### src/rtl/latch_deser.sv
// latch_deser: deserializer downstream of the NAND cross-coupled latch.
//
// Brings the complementary latch outputs qa/qb into the clock domain,
// qualifies each sample by complementarity and stability, packs accepted
// bits LSB-first into WORD_W-bit words, and hands each word downstream over
// a registered valid/ready handshake. It also reports rejected samples and
// overflow.
//
// Ports:
//   clock      in   rising-edge clock
//   rst_n      in   asynchronous active-low reset
//   qa, qb     in   latch true/complement outputs (asynchronous)
//   sample_en  in   one-cycle strobe: sample the synchronized bit now
//   clr_err    in   clears ovf and err_cnt on the next cycle
//   out_ready  in   downstream accepts out_data this cycle
//   out_data   out  packed word, first accepted bit at bit 0
//   out_valid  out  out_data holds an unconsumed word
//   bit_err    out  one-cycle pulse after a rejected sample
//   err_cnt    out  saturating count of rejected samples
//   ovf        out  sticky: a sample arrived while a word was held back
module latch_deser #(
  parameter int WORD_W      = 8,
  parameter int SYNC_STAGES = 2,
  parameter int STABLE_CYC  = 2
) (
  input  logic              clock,
  input  logic              rst_n,
  input  logic              qa,
  input  logic              qb,
  input  logic              sample_en,
  input  logic              clr_err,
  input  logic              out_ready,
  output logic [WORD_W-1:0] out_data,
  output logic              out_valid,
  output logic              bit_err,
  output logic [7:0]        err_cnt,
  output logic              ovf
);

  localparam int CNT_W = $clog2(WORD_W + 1);
  localparam logic [CNT_W-1:0] LAST_IDX = CNT_W'(WORD_W - 1);
  localparam logic [CNT_W-1:0] FULL_CNT = CNT_W'(WORD_W);
  localparam logic [3:0]       STAB_MIN = 4'(STABLE_CYC);

  typedef enum logic [0:0] {
    FILL = 1'b0,
    HOLD = 1'b1
  } state_t;

  // Saturating increment helpers for the stability and error counters.
  function automatic logic [3:0] sat_inc4(input logic [3:0] v);
    if (v == 4'd15) begin
      sat_inc4 = 4'd15;
    end else begin
      sat_inc4 = v + 4'd1;
    end
  endfunction

  function automatic logic [7:0] sat_inc8(input logic [7:0] v);
    if (v == 8'd255) begin
      sat_inc8 = 8'd255;
    end else begin
      sat_inc8 = v + 8'd1;
    end
  endfunction

  logic [SYNC_STAGES-1:0] qa_sync_r;
  logic [SYNC_STAGES-1:0] qb_sync_r;
  logic                   qa_s;
  logic                   qb_s;
  logic                   valid_s;
  logic                   prev_qa_r;
  logic                   prev_valid_r;
  logic [3:0]             stab_r;
  logic [3:0]             stab_nxt_s;

  state_t                 state_r;
  state_t                 state_nxt_s;
  logic [WORD_W-1:0]      shreg_r;
  logic [WORD_W-1:0]      shreg_nxt_s;
  logic [WORD_W-1:0]      shifted_s;
  logic [CNT_W-1:0]       bit_cnt_r;
  logic [CNT_W-1:0]       bit_cnt_nxt_s;
  logic [WORD_W-1:0]      out_data_r;
  logic [WORD_W-1:0]      out_data_nxt_s;
  logic                   out_valid_r;
  logic                   out_valid_nxt_s;
  logic                   bit_err_r;
  logic [7:0]             err_cnt_r;
  logic [7:0]             err_cnt_nxt_s;
  logic                   ovf_r;
  logic                   ovf_nxt_s;

  logic                   accept_s;
  logic                   reject_s;
  logic                   ovf_evt_s;
  logic                   xfer_s;

  assign qa_s      = qa_sync_r[SYNC_STAGES-1];
  assign qb_s      = qb_sync_r[SYNC_STAGES-1];
  assign valid_s   = qa_s ^ qb_s;
  assign shifted_s = {qa_s, shreg_r[WORD_W-1:1]};

  assign accept_s  = sample_en && (state_r == FILL) && (stab_nxt_s >= STAB_MIN);
  assign reject_s  = sample_en && (state_r == FILL) && (stab_nxt_s <  STAB_MIN);
  assign ovf_evt_s = sample_en && (state_r == HOLD);
  assign xfer_s    = out_valid_r && out_ready;

  // Metastability synchronizers for the asynchronous latch outputs.
  always_ff @(posedge clock or negedge rst_n) begin
    if (!rst_n) begin
      qa_sync_r <= '0;
      qb_sync_r <= '0;
    end else begin
      qa_sync_r <= {qa_sync_r[SYNC_STAGES-2:0], qa};
      qb_sync_r <= {qb_sync_r[SYNC_STAGES-2:0], qb};
    end
  end

  // Stability next value: restarts at 1 whenever the bit changes or becomes valid.
  always_comb begin
    stab_nxt_s = 4'd0;
    if (!valid_s) begin
      stab_nxt_s = 4'd0;
    end else if ((qa_s == prev_qa_r) && prev_valid_r) begin
      stab_nxt_s = sat_inc4(stab_r);
    end else begin
      stab_nxt_s = 4'd1;
    end
  end

  // Stability tracking registers.
  always_ff @(posedge clock or negedge rst_n) begin
    if (!rst_n) begin
      prev_qa_r    <= 1'b0;
      prev_valid_r <= 1'b0;
      stab_r       <= 4'd0;
    end else begin
      prev_qa_r    <= qa_s;
      prev_valid_r <= valid_s;
      stab_r       <= stab_nxt_s;
    end
  end

  // Next-state, packing and output-slot logic.
  always_comb begin
    state_nxt_s     = state_r;
    shreg_nxt_s     = shreg_r;
    bit_cnt_nxt_s   = bit_cnt_r;
    out_data_nxt_s  = out_data_r;
    out_valid_nxt_s = out_valid_r;
    if (xfer_s) begin
      out_valid_nxt_s = 1'b0;
    end else begin
      out_valid_nxt_s = out_valid_r;
    end
    case (state_r)
      FILL: begin
        if (accept_s) begin
          shreg_nxt_s = shifted_s;
          if (bit_cnt_r == LAST_IDX) begin
            // Word complete: load the slot if it is free or draining now.
            if (!out_valid_r || out_ready) begin
              out_data_nxt_s  = shifted_s;
              out_valid_nxt_s = 1'b1;
              bit_cnt_nxt_s   = '0;
            end else begin
              bit_cnt_nxt_s = FULL_CNT;
              state_nxt_s   = HOLD;
            end
          end else begin
            bit_cnt_nxt_s = bit_cnt_r + CNT_W'(1);
          end
        end else begin
          shreg_nxt_s = shreg_r;
        end
      end
      HOLD: begin
        // Held word follows the outgoing one with no bubble.
        if (xfer_s) begin
          out_data_nxt_s  = shreg_r;
          out_valid_nxt_s = 1'b1;
          bit_cnt_nxt_s   = '0;
          state_nxt_s     = FILL;
        end else begin
          state_nxt_s = HOLD;
        end
      end
      default: begin
        state_nxt_s = FILL;
      end
    endcase
  end

  // Error counter and overflow flag next values; clr_err loses to a coinciding event.
  always_comb begin
    err_cnt_nxt_s = err_cnt_r;
    ovf_nxt_s     = ovf_r;
    if (clr_err) begin
      if (reject_s) begin
        err_cnt_nxt_s = 8'd1;
      end else begin
        err_cnt_nxt_s = 8'd0;
      end
    end else if (reject_s) begin
      err_cnt_nxt_s = sat_inc8(err_cnt_r);
    end else begin
      err_cnt_nxt_s = err_cnt_r;
    end
    if (ovf_evt_s) begin
      ovf_nxt_s = 1'b1;
    end else if (clr_err) begin
      ovf_nxt_s = 1'b0;
    end else begin
      ovf_nxt_s = ovf_r;
    end
  end

  // FSM state register.
  always_ff @(posedge clock or negedge rst_n) begin
    if (!rst_n) begin
      state_r <= FILL;
    end else begin
      state_r <= state_nxt_s;
    end
  end

  // Datapath and output registers.
  always_ff @(posedge clock or negedge rst_n) begin
    if (!rst_n) begin
      shreg_r     <= '0;
      bit_cnt_r   <= '0;
      out_data_r  <= '0;
      out_valid_r <= 1'b0;
      bit_err_r   <= 1'b0;
      err_cnt_r   <= 8'd0;
      ovf_r       <= 1'b0;
    end else begin
      shreg_r     <= shreg_nxt_s;
      bit_cnt_r   <= bit_cnt_nxt_s;
      out_data_r  <= out_data_nxt_s;
      out_valid_r <= out_valid_nxt_s;
      bit_err_r   <= reject_s;
      err_cnt_r   <= err_cnt_nxt_s;
      ovf_r       <= ovf_nxt_s;
    end
  end

  assign out_data  = out_data_r;
  assign out_valid = out_valid_r;
  assign bit_err   = bit_err_r;
  assign err_cnt   = err_cnt_r;
  assign ovf       = ovf_r;

endmodule

### config.mk
export PLATFORM = sky130hd
export DESIGN_NAME = latch_deser
export DESIGN_NICKNAME = d
export VERILOG_FILES = /design/src/rtl/latch_deser.sv
export SDC_FILE = /design/constraint.sdc
export NUM_CORES = 1
export LEC_CHECK = 0
export BUFFER_PORTS_ARGS = -buffer_cell sky130_fd_sc_hd__buf_2
export CORE_UTILIZATION = 35
export CTS_BUF_LIST = sky130_fd_sc_hd__clkbuf_4
export DETAILED_ROUTE_END_ITERATION = 6
export GPL_ROUTABILITY_DRIVEN = 0
export PLACE_DENSITY = 0.54
export REMOVE_ABC_BUFFERS = 1
export SETUP_SLACK_MARGIN = 0.02
export SLEW_MARGIN = 20
export SYNTH_ARGS = -nofsm -noshare
export SYNTH_HDL_FRONTEND = slang
export SYNTH_SLANG_ARGS = --single-unit
### constraint.sdc
create_clock -name clock -period 1.9 [get_ports clock]
set_input_delay 0.38 -clock clock [delete_from_list [all_inputs] [get_ports clock]]
set_output_delay 0.38 -clock clock [all_outputs]
set_load 0.1 [all_outputs]
==> impl_metrics.env <==
export IMPL_final_min_period_over_clock_period_pct=97.2
export IMPL_flow_area_growth_from_synthesis_pct=23.6
export IMPL_post_synth_and_or_nand_nor_area_fraction_pct=12.8
export IMPL_design_die_area_sq_um=5880
export IMPL_accumulated_negative_setup_slack_ns=0
export IMPL_fin_util_pct=46.1
export IMPL_cpPeakStageDelay_ns=0.43
export IMPL_netlist_area_sq_um=1950
export IMPL_hold_path_class="input port to async pin"
export IMPL_fmax_ghz=0.542
export IMPL_avgViaCountPerCell=5.35
export IMPL_clock_tree_from_tritoncts="done"
export IMPL_cts_hold_buffers=0
export IMPL_arrival_ns=2.08
export IMPL_critical_path_depth=7
export IMPL_timing_critical_path_required_ns=2.13
export IMPL_maxSlewHeadroom_pct=64.2
export IMPL_critical_path_max_fanout=8
export IMPL_period_needed_ns=1.85
export IMPL_route_vias_total=1482
export IMPL_floorplan_io_pins=26
export IMPL_number_of_standard_cells_after_synthesis=164
export IMPL_complex_gate_fraction_of_the_synthesized_area_pct=14.8
export IMPL_synthTopCellsByCount="sky130_fd_sc_hd__dfrtp_1, sky130_fd_sc_hd__mux2_2, sky130_fd_sc_hd__nand2_1"
export IMPL_h_tree_depth=2
export IMPL_grt_pass1_vias=1492
export IMPL_die_w_um=76.7
export IMPL_initial_utilization_pct=37.3
export IMPL_number_of_enable_flip_flop_cells_after_synthesis=0
export IMPL_grtUsageTotal_pct=15.1
export IMPL_post_synth_top_count_cell="sky130_fd_sc_hd__dfrtp_1"
export IMPL_worst_path_most_repeated_cell="sky130_fd_sc_hd__a21oi_4"
export IMPL_post_route_cell_area_sq_um=2410
export IMPL_max_vdd_ir_drop_mv=0.467
export IMPL_crit_end="out_data[6]"
export IMPL_numPortBuffers=25
export IMPL_cts_root_to_sink_buffers=2
export IMPL_synth_cell_types=46
export IMPL_async_reset_ff_share_pct=100
export IMPL_crit_path_start="stab_r[0]"
export IMPL_grt_max_degree=43
export IMPL_ant_nets=0
export IMPL_synth_top_area_share_pct=53.8
export IMPL_fin_cells=277
export IMPL_worstReg2RegStart="stab_r[0]"
export IMPL_synthDominantAreaCellType="sky130_fd_sc_hd__dfrtp_1"
export IMPL_place_inst=268
export IMPL_finalHoldViolations=0
export IMPL_clk_slew_on_worst_s_h_paths_ns=0.11
export IMPL_final_setup_skew_ns=0.00491
export IMPL_power_density_cell_area_nw_per_um2=808
export IMPL_worst_r2r_endpoint="out_data[6]"
export IMPL_synth_area_leaders="sky130_fd_sc_hd__dfrtp_1, sky130_fd_sc_hd__mux2_2, sky130_fd_sc_hd__nand2_1"
export IMPL_cellLeakagePower_nw=1.15
export IMPL_cts_buffers=5
export IMPL_clock_latency_ns=0.34
export IMPL_antenna_cells=0
export IMPL_synth_seq_cells=42
export IMPL_dieHeight_um=76.7
export IMPL_post_synth_cell_area_avg_sq_um=11.9
export IMPL_number_of_warnings_printed_during_yosys_synthesis=0
export IMPL_crit_family="compound AO/OA/AOI/OAI gates"
export IMPL_r2r_setup_slack_ns=0.05
export IMPL_cp_num_buf_inv=1
export IMPL_half_perimeter_wire_length_after_detailed_placement_mm=2.87
export IMPL_placement_rows=26
export IMPL_global_route_wire_length_before_repair_mm=6.98
export IMPL_finalMaxSlewViolations=0
export IMPL_ys_seq_area_share_pct=53.8
export IMPL_synth_top_family_by_area="compound AO/OA/AOI/OAI gates"
export IMPL_wirelength_mm=4.17
export IMPL_route_detailed_drc=0
export IMPL_design_core_area_sq_um=5240
export IMPL_crit_path_cell_trace="ha_4 -> and2_4 -> a21oi_4 -> o311ai_4 -> a21oi_4 -> buf_12 -> mux2_4"
export IMPL_violation_count_after_the_first_detailed_route_iteration=72
export IMPL_synth_xor_area_share_pct=0.897
export IMPL_post_synth_fa_ha_maj_area_fraction_pct=1.92
export IMPL_max_cap_violations=0
export IMPL_rsz0062_at_grt="yes"
export IMPL_top_reg_cell_synth="sky130_fd_sc_hd__dfrtp_1"
export IMPL_postPlaceCellArea_sq_um=2250
export IMPL_layout_drive_gt1_share_pct=39.1
export IMPL_drtPass1Iterations=4
export IMPL_setup_viol=0
export IMPL_globalRouteOverflowTotal=0
export IMPL_antenna_violations_before_repair=0
export IMPL_total_power_mw=1.95
export IMPL_timing_critical_path_to_type="register"
export IMPL_cts_root_buf="sky130_fd_sc_hd__clkbuf_4"
export IMPL_synthMuxAreaShare_pct=13.8
export IMPL_reg2regPathDepth=7
export IMPL_clock_sink_count=42
export IMPL_cp_startpoint_kind="register"
export IMPL_slowest_stage_cell_cp="sky130_fd_sc_hd__dfrtp_1"
export IMPL_outcome="finished, final reports clean"
export IMPL_wl_per_cell_um=15.1
export IMPL_final_net_count=218
export IMPL_timing_worst_slew_pin_value_ns=0.537
export IMPL_critical_path_class="register to register"
==> through the flow <==
| stage | hold WS [ns] | setup slack (ns) |
|---|---|---|
| detailed placement | 0.336 | -0.200 |
| floorplan | 0.0844 | -0.280 |
| global placement | 0.333 | -0.0848 |
| finish | 0.0817 | 0.0541 |
| global route | 0.110 | -0.0291 |
| CTS | 0.104 | -0.0190 |
==> layout make-up <==
type                    count  area [sq um]
fillers                   492          2830
clock buffers               5          37.5
multi-input cells         113           948
well taps                  70          87.6
inverters                   4          15.0
clock inverters             1          3.75
repair buffers             42           269
flip-flops and latches     42          1050
==> worst min path at each step <==
stage,from,to,slack (ns),depth (start not counted)
6_report,rst_n,err_cnt[7],0.08,2
5_1_grt,qa,qa_sync_r[0],0.11,1
4_1_cts,rst_n,err_cnt[7],0.10,2
3_5_place_dp,qa_sync_r[0],qa_sync_r[1],0.34,0
3_3_place_gp,qb_sync_r[0],qb_sync_r[1],0.33,0
2_1_floorplan,rst_n,bit_cnt_r[0],0.08,0
==> flip-flops by register name, indices dropped and copies added, names as in the netlist <==
| name | flops |
|---|---|
| prev_valid_r | 1 |
| out_valid | 1 |
| stab_r | 4 |
| bit_err | 1 |
| qb_sync_r | 2 |
| err_cnt | 8 |
| out_data | 8 |
| bit_cnt_r | 4 |
| qa_sync_r | 2 |
| prev_qa_r | 1 |
| shreg_r | 8 |
| ovf | 1 |
| state_r | 1 |
==> placed cells by master, fill, tap and decap left out, types with 4 or more instances in the layout <==
cell and instances:
sky130_fd_sc_hd__nand2_1 13, sky130_fd_sc_hd__a21oi_1 6, sky130_fd_sc_hd__mux2_4 9, sky130_fd_sc_hd__inv_1 4, sky130_fd_sc_hd__buf_4 15, sky130_fd_sc_hd__buf_2 25
sky130_fd_sc_hd__clkbuf_4 5, sky130_fd_sc_hd__a211oi_1 4, sky130_fd_sc_hd__mux2_2 15, sky130_fd_sc_hd__nor2_1 8, sky130_fd_sc_hd__a31oi_1 4, sky130_fd_sc_hd__nand3_1 4
sky130_fd_sc_hd__nor3_1 5, sky130_fd_sc_hd__dfrtp_1 42
==> metal layers <==
layer / part of all wire, % / routed length [um] / global-route usage [%] / up-vias
met1: 43 / 1800 / 18.5 / 725
met4: 2.3 / 96 / 6.15 / 0
met3: 5.8 / 240 / 3.93 / 9
met2: 49 / 2030 / 25.3 / 52
li1: - / - / - / 696
met5: 0 / 0 / 0 / -
==> power by group <==
group          switching [mW]  internal, mW
Sequential             0.0851         0.979
Combinational           0.315         0.180
Clock                   0.264         0.127
Total                   0.665          1.29
==> worst reg2reg max path: stages (launching register included) <==
cell and delay [ns]:
sky130_fd_sc_hd__dfrtp_1 0.43, sky130_fd_sc_hd__ha_4 0.18, sky130_fd_sc_hd__and2_4 0.16, sky130_fd_sc_hd__a21oi_4 0.19, sky130_fd_sc_hd__o311ai_4 0.13, sky130_fd_sc_hd__a21oi_4 0.17
sky130_fd_sc_hd__buf_12 0.15, sky130_fd_sc_hd__mux2_4 0.30
==> logic make-up (layout without fill, tap and decap cells) <==
kind of cell               count (synthesis)  after routing
and+or+nand+nor                           48             48
DFF                                       42             42
AOI/OAI and AO/OA                         36             36
muxes                                     24             24
buffers and inverters                      9             52
adders and majority gates                  3              3
xor gates and xnor gates                   2              2
==> repair_timing <==
action / CTS / global route
gates resized for setup: 8 / 13
pin swaps: 4 / 5
gates cloned: 0 / 0
endpoints found under the setup margin: 23 / 19
setup buffers: 3 / 0
Note: power is estimated with default switching activity, not from simulation.
